## src/rtl/ss2_pkg.sv

```systemverilog
// Shared SimpleSerial2 definitions: receiver state encoding, UART defaults (8N1 at
// 32 clocks per bit) and a 2-of-3 majority helper used when SS2_RX_MAJORITY_EN is set.
package ss2_pkg;

  typedef enum logic [2:0] {
    ST_IDLE      = 3'd0,
    ST_START     = 3'd1,
    ST_DATA      = 3'd2,
    ST_PARITY    = 3'd3,
    ST_STOP      = 3'd4,
    ST_WAIT_HIGH = 3'd5
  } ss2_rx_state_e;

  localparam int SS2_BIT_RATE   = 32;
  localparam int SS2_DATA_BITS  = 8;
  localparam int SS2_PARITY_EN  = 0;
  localparam int SS2_PARITY_ODD = 0;

  function automatic logic ss2_majority3(input logic a, input logic b, input logic c);
    return (a & b) | (a & c) | (b & c);
  endfunction

endpackage

```

## src/rtl/ss2_rx_sync.sv

```systemverilog
// Two-flop synchronizer for the asynchronous rxd line; both flops reset to the
// idle-high level so reset never looks like a start bit.
module ss2_rx_sync (
  input  logic clk,
  input  logic reset,
  input  logic din,
  output logic dout
);

  logic s1_q, s2_q;

  always_ff @(posedge clk or posedge reset) begin
    if (reset) begin
      s1_q <= 1'b1;
      s2_q <= 1'b1;
    end else begin
      s1_q <= din;
      s2_q <= s1_q;
    end
  end

  assign dout = s2_q;

endmodule

```

## src/rtl/ss2_uart_rx.sv

```systemverilog
// UART receiver with valid/ready output, frame/parity/overrun pulses.
// Optional macro SS2_RX_MAJORITY_EN: 2-of-3 majority vote around each sample point.
module ss2_uart_rx
  import ss2_pkg::*;
#(
  parameter int pBIT_RATE       = SS2_BIT_RATE,
  parameter int pDATA_BITS      = SS2_DATA_BITS,
  parameter int pPARITY_ENABLED = SS2_PARITY_EN,
  parameter int pPARITY_ODD     = SS2_PARITY_ODD
) (
  input  logic       clk,
  input  logic       reset,
  input  logic       rxd,
  output logic [7:0] data,
  output logic       valid,
  input  logic       ready,
  output logic       frame_error,
  output logic       parity_error,
  output logic       overrun,
  output logic       busy
);

  localparam int CNT_W = $clog2(pBIT_RATE + 2) + 1;

`ifdef SS2_RX_MAJORITY_EN
  localparam int MAJ_DLY = 1;
`else
  localparam int MAJ_DLY = 0;
`endif

  localparam logic [CNT_W-1:0] START_T  = CNT_W'(pBIT_RATE / 2 + MAJ_DLY);
  localparam logic [CNT_W-1:0] BIT_T    = CNT_W'(pBIT_RATE);
  localparam logic [CNT_W-1:0] ONE      = CNT_W'(1);
  localparam logic [2:0]       LAST_BIT = 3'(pDATA_BITS - 1);
  localparam logic             PAR_EN   = (pPARITY_ENABLED != 0);
  localparam logic             PAR_ODD  = (pPARITY_ODD != 0);

  logic rxd_s;
  logic sbit;

  ss2_rx_sync u_sync (
    .clk   (clk),
    .reset (reset),
    .din   (rxd),
    .dout  (rxd_s)
  );

`ifdef SS2_RX_MAJORITY_EN
  // Decision is taken one cycle late so the +1 sample is already available.
  logic h1_q, h2_q;

  always_ff @(posedge clk or posedge reset) begin
    if (reset) begin
      h1_q <= 1'b1;
      h2_q <= 1'b1;
    end else begin
      h1_q <= rxd_s;
      h2_q <= h1_q;
    end
  end

  assign sbit = ss2_majority3(rxd_s, h1_q, h2_q);
`else
  assign sbit = rxd_s;
`endif

  ss2_rx_state_e          state_q, state_d;
  logic [CNT_W-1:0]       cnt_q, cnt_d;
  logic [2:0]             bit_cnt_q, bit_cnt_d;
  logic [pDATA_BITS-1:0]  shreg_q, shreg_d;
  logic                   par_acc_q, par_acc_d;
  logic                   par_err_q, par_err_d;
  logic [7:0]             data_q, data_d;
  logic                   valid_q, valid_d;
  logic                   frame_error_q, frame_error_d;
  logic                   parity_error_q, parity_error_d;
  logic                   overrun_q, overrun_d;
  logic                   busy_q, busy_d;
  logic [1:0]             prime_q, prime_d;
  logic                   sync_live;
  logic                   sample_now;
  logic [7:0]             data_ext;

  // The synchronizer still holds its reset value for two cycles after release;
  // WAIT_HIGH must not trust it until real line data has propagated through.
  assign sync_live = prime_q[1];
  assign prime_d   = sync_live ? prime_q : prime_q + 2'd1;

  always_comb begin
    state_d        = state_q;
    cnt_d          = cnt_q + ONE;
    bit_cnt_d      = bit_cnt_q;
    shreg_d        = shreg_q;
    par_acc_d      = par_acc_q;
    par_err_d      = par_err_q;
    data_d         = data_q;
    valid_d        = valid_q;
    frame_error_d  = 1'b0;
    parity_error_d = 1'b0;
    overrun_d      = 1'b0;
    data_ext       = '0;
    data_ext[pDATA_BITS-1:0] = shreg_q;

    sample_now = (state_q == ST_START) ? (cnt_q == START_T) : (cnt_q == BIT_T);
    if (sample_now) cnt_d = ONE;

    if (valid_q && ready) valid_d = 1'b0;

    case (state_q)
      ST_IDLE: begin
        cnt_d = ONE;
        if (!rxd_s) state_d = ST_START;
      end
      ST_START: begin
        if (sample_now) begin
          if (sbit) begin
            state_d = ST_IDLE;
          end else begin
            state_d   = ST_DATA;
            bit_cnt_d = '0;
            par_acc_d = 1'b0;
            par_err_d = 1'b0;
          end
        end
      end
      ST_DATA: begin
        if (sample_now) begin
          shreg_d   = {sbit, shreg_q[pDATA_BITS-1:1]};
          par_acc_d = par_acc_q ^ sbit;
          if (bit_cnt_q == LAST_BIT) begin
            state_d = PAR_EN ? ST_PARITY : ST_STOP;
          end else begin
            bit_cnt_d = bit_cnt_q + 3'd1;
          end
        end
      end
      ST_PARITY: begin
        if (sample_now) begin
          par_err_d = ((par_acc_q ^ sbit) != PAR_ODD);
          state_d   = ST_STOP;
        end
      end
      ST_STOP: begin
        if (sample_now) begin
          parity_error_d = par_err_q;
          if (sbit) begin
            state_d = ST_IDLE;
            // A same-cycle handshake frees the holding register for the new byte.
            if (valid_q && !ready) begin
              overrun_d = 1'b1;
            end else begin
              data_d  = data_ext;
              valid_d = 1'b1;
            end
          end else begin
            frame_error_d = 1'b1;
            state_d       = ST_WAIT_HIGH;
          end
        end
      end
      ST_WAIT_HIGH: begin
        if (sync_live && rxd_s) state_d = ST_IDLE;
      end
      default: state_d = ST_WAIT_HIGH;
    endcase

    busy_d = (state_d != ST_IDLE);
  end

  always_ff @(posedge clk or posedge reset) begin
    if (reset) begin
      state_q        <= ST_WAIT_HIGH;
      cnt_q          <= '0;
      bit_cnt_q      <= '0;
      par_acc_q      <= 1'b0;
      par_err_q      <= 1'b0;
      data_q         <= 8'h00;
      valid_q        <= 1'b0;
      frame_error_q  <= 1'b0;
      parity_error_q <= 1'b0;
      overrun_q      <= 1'b0;
      busy_q         <= 1'b0;
      prime_q        <= 2'd0;
    end else begin
      state_q        <= state_d;
      cnt_q          <= cnt_d;
      bit_cnt_q      <= bit_cnt_d;
      par_acc_q      <= par_acc_d;
      par_err_q      <= par_err_d;
      data_q         <= data_d;
      valid_q        <= valid_d;
      frame_error_q  <= frame_error_d;
      parity_error_q <= parity_error_d;
      overrun_q      <= overrun_d;
      busy_q         <= busy_d;
      prime_q        <= prime_d;
    end
  end

  always_ff @(posedge clk) begin
    shreg_q <= shreg_d;
  end

  assign data         = data_q;
  assign valid        = valid_q;
  assign frame_error  = frame_error_q;
  assign parity_error = parity_error_q;
  assign overrun      = overrun_q;
  assign busy         = busy_q;

endmodule

```

## config.mk

```make
export PLATFORM = sky130hd
export DESIGN_NAME = ss2_uart_rx
export DESIGN_NICKNAME = d
export VERILOG_FILES = /design/src/rtl/ss2_pkg.sv /design/src/rtl/ss2_rx_sync.sv /design/src/rtl/ss2_uart_rx.sv
export SDC_FILE = /design/constraint.sdc
export NUM_CORES = 1
export LEC_CHECK = 0
export BUFFER_PORTS_ARGS = -buffer_cell sky130_fd_sc_hd__buf_2
export CORE_MARGIN = 1
export CORE_UTILIZATION = 35
export DETAILED_ROUTE_END_ITERATION = 16
export PLACE_DENSITY = 0.57
export SLEW_MARGIN = 20
export SYNTH_ARGS = -nofsm -noshare
export SYNTH_HDL_FRONTEND = slang
export SYNTH_SLANG_ARGS = --single-unit
```

## constraint.sdc

```tcl
create_clock -name clk -period 2.45 [get_ports clk]
set_input_delay 0.735 -clock clk [delete_from_list [all_inputs] [get_ports clk]]
set_output_delay 0.735 -clock clk [all_outputs]
set_load 0.05 [all_outputs]
```

# Word level (Yosys, flattened, before mapping)
# Index checks and enable logic that the tools add are counted.
[op_classes]
n_eq_ne = 13
addsub = 3
n_bitwise = 2
reduce_logical = 13
n_mux = 38
[ops]
columns = ["op", "count"]
rows = [
  ["3-bit 2-to-1 mux", 12],
  ["1-bit 2-to-1 mux", 18],
  ["3-bit one-hot mux with 6 select lines", 1],
  ["7-bit 2-to-1 mux", 2],
  ["4-bit AND reduction", 3],
  ["2-bit inequality test (second input constant)", 5],
  ["3-bit == test (second input constant)", 3],
  ["7-bit by 1-bit adder with 7-bit output (second input constant)", 1],
  ["7-bit by 5-bit == test with 1-bit output (second input constant)", 1],
  ["7-bit by 6-bit == test with 1-bit output (second input constant)", 1],
  ["3-bit by 2-bit == test with 1-bit output (second input constant)", 2],
  ["3-bit one-hot mux with 2 select lines", 1],
  ["5-bit AND reduction", 1],
  ["2-bit 2-to-1 mux", 2],
  ["1-bit one-hot mux with 2 select lines", 2],
  ["2-bit nonzero test", 2],
  ["3-bit by 1-bit adder with 3-bit output (second input constant)", 1],
  ["3-bit by 1-bit == test with 1-bit output (second input constant)", 1],
  ["1-bit logical AND", 3],
  ["3-bit logical NOT", 1],
  ["3-bit nonzero test", 1],
  ["2-bit by 1-bit adder with 2-bit output (second input constant)", 1],
  ["2-bit AND reduction", 1],
  ["1-bit logical NOT", 1],
  ["2 further kinds", 2],
]
[word_totals]
register_bits = 40
input_bits = 4
word_cells = 85

# Logic depth before layout (Yosys ltp)
# Gate-level depths: netlist (run 1).
[depth]
depth_word = 6
ltp_mapped = 6
ltp_nobuf = 6

# By module
# From an unflattened synthesis (run 1), not the netlist that was laid out.
[hier_totals]
cells_unflattened = 143
hier_area_um2 = 1750.4
[modules_own_cells]
columns = ["mod", "area_per_inst_um2", "cells_each", "seq_area_each_um2", "instances"]
rows = [
  ["ss2_uart_rx", 1694.1, 140, 993.5, 1],
  ["ss2_rx_sync", 56.3, 3, 52.6, 1],
]

# Worst setup path before layout (run 1)
# No wires, ideal clock.
[synth_path]
path_type = "register -> register"
startpoint = "register state_q[0]"
endpoint = "register shreg_q[0] (netlist: data_ext[0]), enable pin"
arrival_time_ps = 1921
setup_ps = 383
stages_incl_launch_ff = 5
synth_period_minus_slack_ps = 2304
required_time_ps = 2067
path_slack_ps = 146
cell_sequence = "dfstp_2 > nor3b_2 > mux2i_4 > nand2_4 > nor3_1"
[synth_between]
elab_chain_cells = 3
[synth_rtl]
columns = ["element", "line", "rtl"]
rows = [
  ["from (decl)", "ss2_uart_rx.sv:67", "ss2_rx_state_e state_q, state_d;"],
  ["from (signal assigned)", "ss2_uart_rx.sv:185", "state_q <= state_d;"],
  ["3-bit by 1-bit == test with 1-bit output", "ss2_uart_rx.sv:104", "sample_now = (state_q == ST_START) ? (cnt_q == START_T) : (cnt_q == BIT_T);"],
  ["1-bit 2-to-1 mux", "ss2_uart_rx.sv:104", ""],
  ["2-bit AND reduction (no line) *", "n/a", ""],
  ["to (signal assigned)", "ss2_uart_rx.sv:201", "shreg_q <= shreg_d;"],
  ["to (decl)", "ss2_uart_rx.sv:70", "logic [pDATA_BITS-1:0] shreg_q, shreg_d;"],
]
# Every way passes the cells marked *; elsewhere a longest branch is shown, timed or not.
# A chain may end at the register's enable or synchronous reset.

# Worst setup path after layout (run 1)
[layout_path]
startpoint = "register state_q[0]"
endpoint = "register data_q[4] (netlist: data[4])"
[layout_between]
elab_chain_cells = 3
[layout_rtl]
columns = ["element", "line", "rtl"]
rows = [
  ["3-bit by 1-bit == test with 1-bit output", "ss2_uart_rx.sv:104", ""],
  ["1-bit 2-to-1 mux", "ss2_uart_rx.sv:104", ""],
  ["4-bit AND reduction (no line) *", "n/a", ""],
  ["to (signal assigned)", "ss2_uart_rx.sv:190", "data_q <= data_d;"],
  ["to (decl)", "ss2_uart_rx.sv:73", "logic [7:0] data_q, data_d;"],
]
# Marks and branches as above.

==> results.cfg, run 1 <==
[run_status]
outcome = finished, final reports clean

[yosys]
syn_avg_cell_area_um2 = 12.7
synth_fp_nets = 147
synth_top_area_cell = dfrtp_1
synth_seq_area_share_pct = 59.1
synth.distinct_cells = 39
synth_top_area_share_pct = 39.6
synthCells = 139
synth_area_leaders = dfrtp_1 40%, edfxtp_1 14%, mux2_2 7.0%
ys_seq_elements = 40
syn_area_um2 = 1770
yosys_warnings = 0

[floorplanning]
start_util_pct = 37.0
die_w_um = 73.1
core-area_um2 = 4790
die_area_um2 = 5350
rows = 25
die_h_um = 73.1
ios = 17

[cts]
numCtsBuffers = 5
cts_sinks = 40
cts_resized = 0
postCtsSetupBuffers = 0
clk_pin_slew_ns = 0.08
htree_levels = 2
cts_root_buf = clkbuf_8
cts_hold_buf = 0
worstSkewPairLatency_ns = 0.29
clockBufferDepth = 2
cts_tree = done

[sta]
rsz0062_at_grt = no
min_period_ns = 2.24
finalCritPeriodShare_pct = 91.3
setup-violations-final = 0
max_freq_mhz = 447
tightest_slew_ns = 0.429
fin_tns_setup_ns = 0
max_slew_margin_pct = 71.3
worst_clock_skew_ns = 0.00627
slew_viol_final = 0
hold_viol_final = 0

[critical_path]
path_buf_inv = 1
cp_top_family = multiplexers
path_depth = 6
critical_path_class = reg -> reg
crit_chain = nor3b_2 -> mux2i_4 -> nand2_4 -> nor4b_4 -> buf_4 -> mux2_2
cp_max_fo = 10
cpPeakStageDelay_ns = 0.54
cp-start-kind = flop
slowest_stage = dfstp_2
r2r_start = state_q[0]$_DFF_PP1_
ff2ff_path_depth = 6
critPathLaunch = state_q[0]$_DFF_PP1_
crit_path_end_kind = flop
critical_path_arrival_ns = 2.41
worstPathRequired_ns = 2.62

[layout]
fill_cells = 454
nets = 170
postLayoutCellArea_um2 = 2060
synthToLayoutAreaGrowth_pct = 16.6
seq_area_um2 = 1050
drive_gt1_share_pct = 30.7
n_antenna_cell = 0
multiInputGateArea_um2 = 694

[routing]
dr_total_vias = 1116
wl_um = 3010
wl_per_cell_um = 13.1
detailedRoute.firstIterationViolations = 41
ant_nets = 0
drt-pass1-iter-count = 4
drc = 0
vias_per_cell = 4.85

[placed_design]
place_congestion = 0.909
numPortBuffers = 16
dp_hpwl_um = 2060
placed_cell_area_um2 = 1950

[hold_path]
worstHoldPathType = reg -> reg
holdPathStages = 0
min-delay-start = u_sync.s1_q$_DFF_PP1_

[global_routing]
grtUsageTotal_pct = 12.2
grt_pass1_vias = 1092
grt_max_degree = 33
antenna_found_initial = 0
grt_pass1_wl_um = 4980
overflow = 0

[flow_run]
drv_cap = 0

[power]
power.density_nw_per_um2 = 874
leakage_nw = 0.942
ir_drop_uv = 319
[worst register-to-register path, stage by stage, from the launching register on]
cell	delay, ns
dfstp_2	0.54
nor3b_2	0.26
mux2i_4	0.37
nand2_4	0.13
nor4b_4	0.27
buf_4	0.21
mux2_2	0.35
[cells in the final DEF (no fill, tap or decap), types with 2 or more instances in the layout]
master and n:
buf_4 5, nor2b_1 5, a21oi_1 2, dfrtp_1 28
nand2_1 3, inv_1 3, nor2_1 13, and3_1 2
or3_1 3, nor4b_4 2, o21ai_0 5, dfstp_2 4
nor3_1 4, nand2b_1 4, clkbuf_8 5, ha_1 4
nand3_1 3, nor3b_1 2, edfxtp_1 8, xnor2_1 5
mux2_2 11, and2_1 3, buf_2 16, xor2_1 2
nand4_1 3
[through the flow]
| stage | cells | worst slack, ns | power [mW] | hold slack, ns | utilization [%] |
|---|---|---|---|---|---|
| final | 230 | 0.214 | 1.80 | 0.359 | 43.1 |
| after global routing | 230 | 0.0758 | 1.91 | 0.362 | 43.1 |
| after CTS | 230 | 0.188 | 1.82 | 0.361 | 43.1 |
| after detailed placement | 222 | 0.195 | 1.29 | 0.349 | 40.8 |
| after global placement | 222 | 0.298 | 1.27 | 0.348 | 40.8 |
| after floorplan | 139 | 0.146 | 1.18 | 0.345 | - |
[routing by layer]
layer | vias up | part of all wire (%) | global-route usage, %
li1 | 535 | - | -
met1 | 557 | 44 | 14.5
met2 | 21 | 51 | 21.2
met3 | 3 | 4.4 | 4.42
met4 | 0 | 0.60 | 2.61
met5 | - | 0 | 0
[worst paths after layout]
check | to | slack, ns
max in group asynchronous | state_q[0]$_DFF_PP1_ | 1.59
min | u_sync.dout$_DFF_PP1_ | 0.36
max | data[4]$_DFFE_PP0P_ | 0.21
min in group asynchronous | data[2]$_DFFE_PP0P_ | 0.52
min reg2reg | u_sync.dout$_DFF_PP1_ | 0.36
max reg2reg | data[4]$_DFFE_PP0P_ | 0.21
[cell usage after synthesis]
library cell,n
clkbuf_1,4
buf_1,1
and3_1,2
xnor2_1,5
inv_1,3
dfrtp_1,28
and2_1,3
a21o_1,1
o41ai_1,1
nor2b_1,5
nor4b_4,2
o31a_1,1
dfstp_2,4
nor3_1,4
ha_1,4
mux2_2,11
o21ai_0,5
mux2_1,1
o21a_1,1
nand2_4,1
a31o_2,1
nor3b_2,1
nor3b_1,2
a21boi_0,1
nor4_1,1
nor2_1,13
edfxtp_1,8
or2_1,1
nand2_1,3
nand4_1,3
a21oi_1,2
xor2_1,2
nand2b_1,4
nand3_1,3
or4_1,1
or2_2,1
mux2i_4,1
o311ai_0,1
or3_1,3
[where the power goes]
part | switching, mW | internal, mW | leakage, nW
Clock | 0.228 | 0.302 | 0.0558
Combinational | 0.263 | 0.185 | 0.401
Sequential | 0.0700 | 0.757 | 0.485
Total | 0.561 | 1.24 | 0.942
[flip-flops by register name, summed over array words and instances, names as in the netlist, 2 cells and up]
| name | cells |
|---|---|
| cnt_q | 7 |
| prime_q | 2 |
| state_q | 3 |
| bit_cnt_q | 3 |
| data_ext | 8 |
| data | 8 |
[cell families after synthesis]
logic type	after synthesis	synth area share, %
simple gates	53	18.8
flops	40	59.1
compound gates	14	5.23
mux	13	8.90
buf+inv	8	1.70
xor+xnor	7	3.46
fa+ha+maj	4	2.83
[final cells by class]
class | instances | share of cell area [%]
Sequential cell | 40 | 50.7
Multi-Input combinational cell | 91 | 33.6
Timing Repair Buffer | 21 | 5.70
Tap cell | 67 | 4.06
Clock buffer | 5 | 3.33
Clock inverter | 3 | 2.06
Inverter | 3 | 0.545
Note: power is estimated with default switching activity, not from simulation.
==> inputs of run 2 (changes only) <==
--- a/config.mk
+++ b/config.mk
@@ -5,11 +5,11 @@
 export SDC_FILE = /design/constraint.sdc
 export NUM_CORES = 1
 export LEC_CHECK = 0
-export BUFFER_PORTS_ARGS = -buffer_cell sky130_fd_sc_hd__buf_2
 export CORE_MARGIN = 1
 export CORE_UTILIZATION = 35
 export DETAILED_ROUTE_END_ITERATION = 16
-export PLACE_DENSITY = 0.57
+export DONT_BUFFER_PORTS = 1
+export PLACE_DENSITY = 0.54
 export SLEW_MARGIN = 20
 export SYNTH_ARGS = -nofsm -noshare
 export SYNTH_HDL_FRONTEND = slang
==> results.cfg, run 2 (synthesized netlist as in run 1, its figures left out) <==
[run_status]
outcome = finished, final reports clean

[routing]
wl_per_cell_um = 13.5
vias_per_cell = 4.84
ant_nets = 0
routed.top_layer = met4
wl_met1_um = 1370
route.met3.wl_um = 127
wl_um = 2890
drt-pass1-iter-count = 4
dr_total_vias = 1036
drc = 0
met2WireLength_um = 1340
detailedRoute.firstIterationViolations = 32

[layout]
synthToLayoutAreaGrowth_pct = 13.3
seq_area_um2 = 1050
nets = 154
fill_cells = 473
utilization_pct = 41.9
final_common_cell = dfrtp_1
layout_common_cells = 28 x dfrtp_1, 13 x nor2_1, 11 x mux2_2
drive_gt1_share_pct = 23.1
multiInputGateArea_um2 = 694
n_antenna_cell = 0
postLayoutCellArea_um2 = 2010
layout.cells.non_filler = 214

[placed_design]
numPortBuffers = 0
placed_cell_area_um2 = 1870
dp_slack_ns = 0.229
place_congestion = 0.770
dp_hpwl_um = 2040
dpl.cell_count = 206

[sta]
max_freq_mhz = 454
setup-violations-final = 0
fin_tns_setup_ns = 0
worst_clock_skew_ns = 0.00474
max_slew_margin_pct = 67.8
finalCritPeriodShare_pct = 89.9
tightest_slew_ns = 0.482
layout_setup_ws_ns = 0.246
rsz0062_at_grt = no
whs_ns = 0.361
min_period_ns = 2.20
hold_viol_final = 0
slew_viol_final = 0

[cts]
cts_resized = 0
cts_hold_buf = 0
clockBufferDepth = 2
postCtsSetupBuffers = 0
clk_pin_slew_ns = 0.07
cts_tree = done
htree_levels = 2
cts_root_buf = clkbuf_8
worstSkewPairLatency_ns = 0.28
cts_sinks = 40
numCtsBuffers = 5

[critical_path]
rr_endpoint = data[5]$_DFFE_PP0P_
ff2ff_path_depth = 6
critical_path_class = reg -> reg
cp_max_fo = 10
critical_path_arrival_ns = 2.38
worstPathRequired_ns = 2.62
r2r_start = state_q[0]$_DFF_PP1_
cp-start-kind = flop
r2r_setup_slack_ns = 0.25
crit_path_end_kind = flop

[hold_path]
worstHoldPathType = reg -> reg
hold_end = u_sync.dout$_DFF_PP1_
min-delay-start = u_sync.s1_q$_DFF_PP1_
holdPathStages = 0

[floorplanning]
die_w_um = 73.1
die_area_um2 = 5350
die_h_um = 73.1
core-area_um2 = 4790
start_util_pct = 37.0
ios = 17
rows = 25

[global_routing]
grtUsageTotal_pct = 12.5
overflow = 0
grt_max_degree = 33
grt_pass1_vias = 1075
grt_pass1_wl_um = 4950
antenna_found_initial = 0

[power]
ir_drop_uv = 703
total_power_mw = 1.89
power.density_nw_per_um2 = 942
leakage_nw = 0.870

[flow_run]
drv_cap = 0
[run 2: layer usage]
metal	track usage, %	vias up
met5	0	-
met4	5.66	0
met3	4.14	6
met2	18.8	21
met1	16.1	504
li1	-	505
[run 2: power by group]
group	switching (mW)	internal (mW)
Combinational	0.231	0.179
Sequential	0.0979	0.757
Clock	0.217	0.407
[run 2: critical path, stage by stage, from the launching register on]
cell and delay, ns:
dfstp_2 0.53, nor3b_2 0.24, mux2i_4 0.37, nand2_4 0.14, nor4b_4 0.27, buf_4 0.20, mux2_2 0.34
[run 2: worst max-delay path by stage]
| stage | from | to | cells past startpoint |
|---|---|---|---|
| 6_report | state_q[0]$_DFF_PP1_ | data[5]$_DFFE_PP0P_ | 6 |
| 2_1_floorplan | state_q[0]$_DFF_PP1_ | data_ext[0]$_DFFE_PP_ | 4 |
| 3_3_place_gp | state_q[0]$_DFF_PP1_ | data[5]$_DFFE_PP0P_ | 6 |
| 5_1_grt | state_q[0]$_DFF_PP1_ | data[2]$_DFFE_PP0P_ | 6 |
| 4_1_cts | state_q[0]$_DFF_PP1_ | data[0]$_DFFE_PP0P_ | 6 |
| 3_5_place_dp | state_q[0]$_DFF_PP1_ | data[0]$_DFFE_PP0P_ | 6 |
[run 2: final cells by class]
cell class	instances	area share (%)
multi-input combinational	91	34.6
timing repair buffer	5	1.87
sequential	40	52.2
tap	67	4.18
clock buffer	6	3.62
clock inverter	2	2.99
inverter	3	0.561
==> inputs of run 3 (changes only) <==
--- a/config.mk
+++ b/config.mk
@@ -6,10 +6,10 @@
 export NUM_CORES = 1
 export LEC_CHECK = 0
 export CORE_MARGIN = 1
-export CORE_UTILIZATION = 35
+export CORE_UTILIZATION = 60
 export DETAILED_ROUTE_END_ITERATION = 16
 export DONT_BUFFER_PORTS = 1
-export PLACE_DENSITY = 0.54
+export PLACE_DENSITY = 0.79
 export SLEW_MARGIN = 20
 export SYNTH_ARGS = -nofsm -noshare
 export SYNTH_HDL_FRONTEND = slang
==> constraint.sdc (replaced) <==
create_clock -name clk -period 2.1 [get_ports clk]
set_input_delay 0.63 -clock clk [delete_from_list [all_inputs] [get_ports clk]]
set_output_delay 0.63 -clock clk [all_outputs]
set_load 0.05 [all_outputs]
==> results.cfg, run 3 (synthesized netlist as in run 1, its figures left out) <==
[cts]
htree_levels = 2
clk_pin_slew_ns = 0.12
cts_tree = done
numCtsBuffers = 5
cts_sinks = 40
clockBufferDepth = 2
worstSkewPairLatency_ns = 0.35
cts_root_buf = clkbuf_4
cts_hold_buf = 0

[routing]
dr_total_vias = 1112
wl_per_cell_um = 16.8
ant_nets = 0
wl_um = 3120
drt-pass1-iter-count = 4
vias_per_cell = 5.98
drc = 0
detailedRoute.firstIterationViolations = 31

[sta]
whs_ns = 0.0947
slew_viol_final = 0
max_freq_mhz = 477
tightest_slew_ns = 0.505
max_slew_margin_pct = 66.4
rsz0062_at_grt = yes
worst_clock_skew_ns = 0.0116
setup-violations-final = 0
fin_tns_setup_ns = 0
min_period_ns = 2.09
hold_viol_final = 0
finalCritPeriodShare_pct = 99.8

[placed_design]
place_congestion = 0.883
dp_hpwl_um = 1960
numPortBuffers = 0

[power]
combPwrFrac_pct = 28.7
p_clk_share_pct = 19.5
internal_power_mw = 1.27
leakage_nw = 0.896
total_power_mw = 1.94
power.density_nw_per_um2 = 965
netSwitchingFraction_pct = 34.5
switchingPower_uw = 669
ir_drop_uv = 677
seq_power_share_pct = 51.8

[critical_path]
critical_path_arrival_ns = 2.31
critical_path_class = reg -> reg
cp_max_fo = 4
cp-start-kind = flop
worstPathRequired_ns = 2.32
crit_path_end_kind = flop

[global_routing]
grt_max_degree = 26
antenna_found_initial = 0
overflow = 0
grt_pass1_vias = 1133
grt_busiest_layer = met2
grt.met3_usage_pct = 5.30
grt_util_met2_pct = 32.1
grtUsageTotal_pct = 21.1
grt_use_met1_pct = 28.5
grt_pass1_wl_um = 5030

[floorplanning]
die_area_um2 = 3170
core-area_um2 = 2780
start_util_pct = 63.7
die_h_um = 56.3
rows = 19
ios = 17
die_w_um = 56.3

[layout]
layout_common_cells = 28 x dfrtp_1, 13 x nor2_1, 11 x buf_4
utilization_pct = 72.2
nets = 162
drive_gt1_share_pct = 30.3
n_antenna_cell = 0
final_common_cell = dfrtp_1
synthToLayoutAreaGrowth_pct = 13.5

[flow_run]
drv_cap = 0

[hold_path]
worstHoldPathType = in -> async

[run_status]
outcome = finished, final reports clean
[run 3: stage by stage]
| step | worst slack [ns] | std cells | cell area, µm² |
|---|---|---|---|
| final | 0.00509 | 186 | 2010 |
| after global routing | -0.0798 | 186 | 2010 |
| after CTS | -0.0189 | 184 | 1960 |
| after detailed placement | 0.00758 | 174 | 1870 |
| after global placement | 0.0373 | 174 | 1870 |
| after floorplan | -0.0563 | 139 | 1780 |
[run 3: final cells by class]
cell class	instances	area [µm²]
multi-input cells	91	754
repair buffers	13	105
flip-flops and latches	40	1050
clock inverters	2	12.5
clock buffers	6	41.3
fillers	168	772
well taps	31	38.8
inverters	3	11.3
[run 3: critical path, cell delays in order (launching register included)]
cell     delay [ns]
dfstp_2        0.55
nor3b_4        0.25
mux2i_4        0.33
buf_6          0.14
a31o_2         0.16
nand4_1        0.10
or4_4          0.45
[run 3: worst paths after layout]
kind,slack (ns),from,to,depth (start not counted)
worst max-delay path,0.005,state_q[0]$_DFF_PP1_,busy$_DFF_PP0_,6
max in group asynchronous,1.32,reset,state_q[0]$_DFF_PP1_,2
worst max register to register,0.005,state_q[0]$_DFF_PP1_,busy$_DFF_PP0_,6
worst min register to register,0.37,u_sync.s1_q$_DFF_PP1_,u_sync.dout$_DFF_PP1_,0
min in group clk,0.26,rxd,u_sync.s1_q$_DFF_PP1_,0
worst min-delay path,0.09,reset,cnt_q[5]$_DFF_PP0_,1
[run 3: power groups by stage]
stage	sequential, mW	combinational, mW	clock [mW]
floorplan	1.00	0.399	0
global placement	1.01	0.478	0
detailed placement	1.02	0.495	0
CTS	1.00	0.530	0.384
global route	1.02	0.613	0.414
finish	1.00	0.556	0.379
[run 3: metal layers]
metal | vias to the layer above | share of wire, %
met4 | 0 | 1.5
met1 | 539 | 42
li1 | 521 | -
met2 | 44 | 51
met3 | 8 | 5.4
met5 | - | 0
[run 3: repair_timing]
| item | 4_1_cts | 5_1_grt |
|---|---|---|
| resized for setup | 5 | 9 |
| pin swaps | 0 | 0 |
| endpoints found under the setup margin | 10 | 13 |
| setup buffers | 2 | 2 |
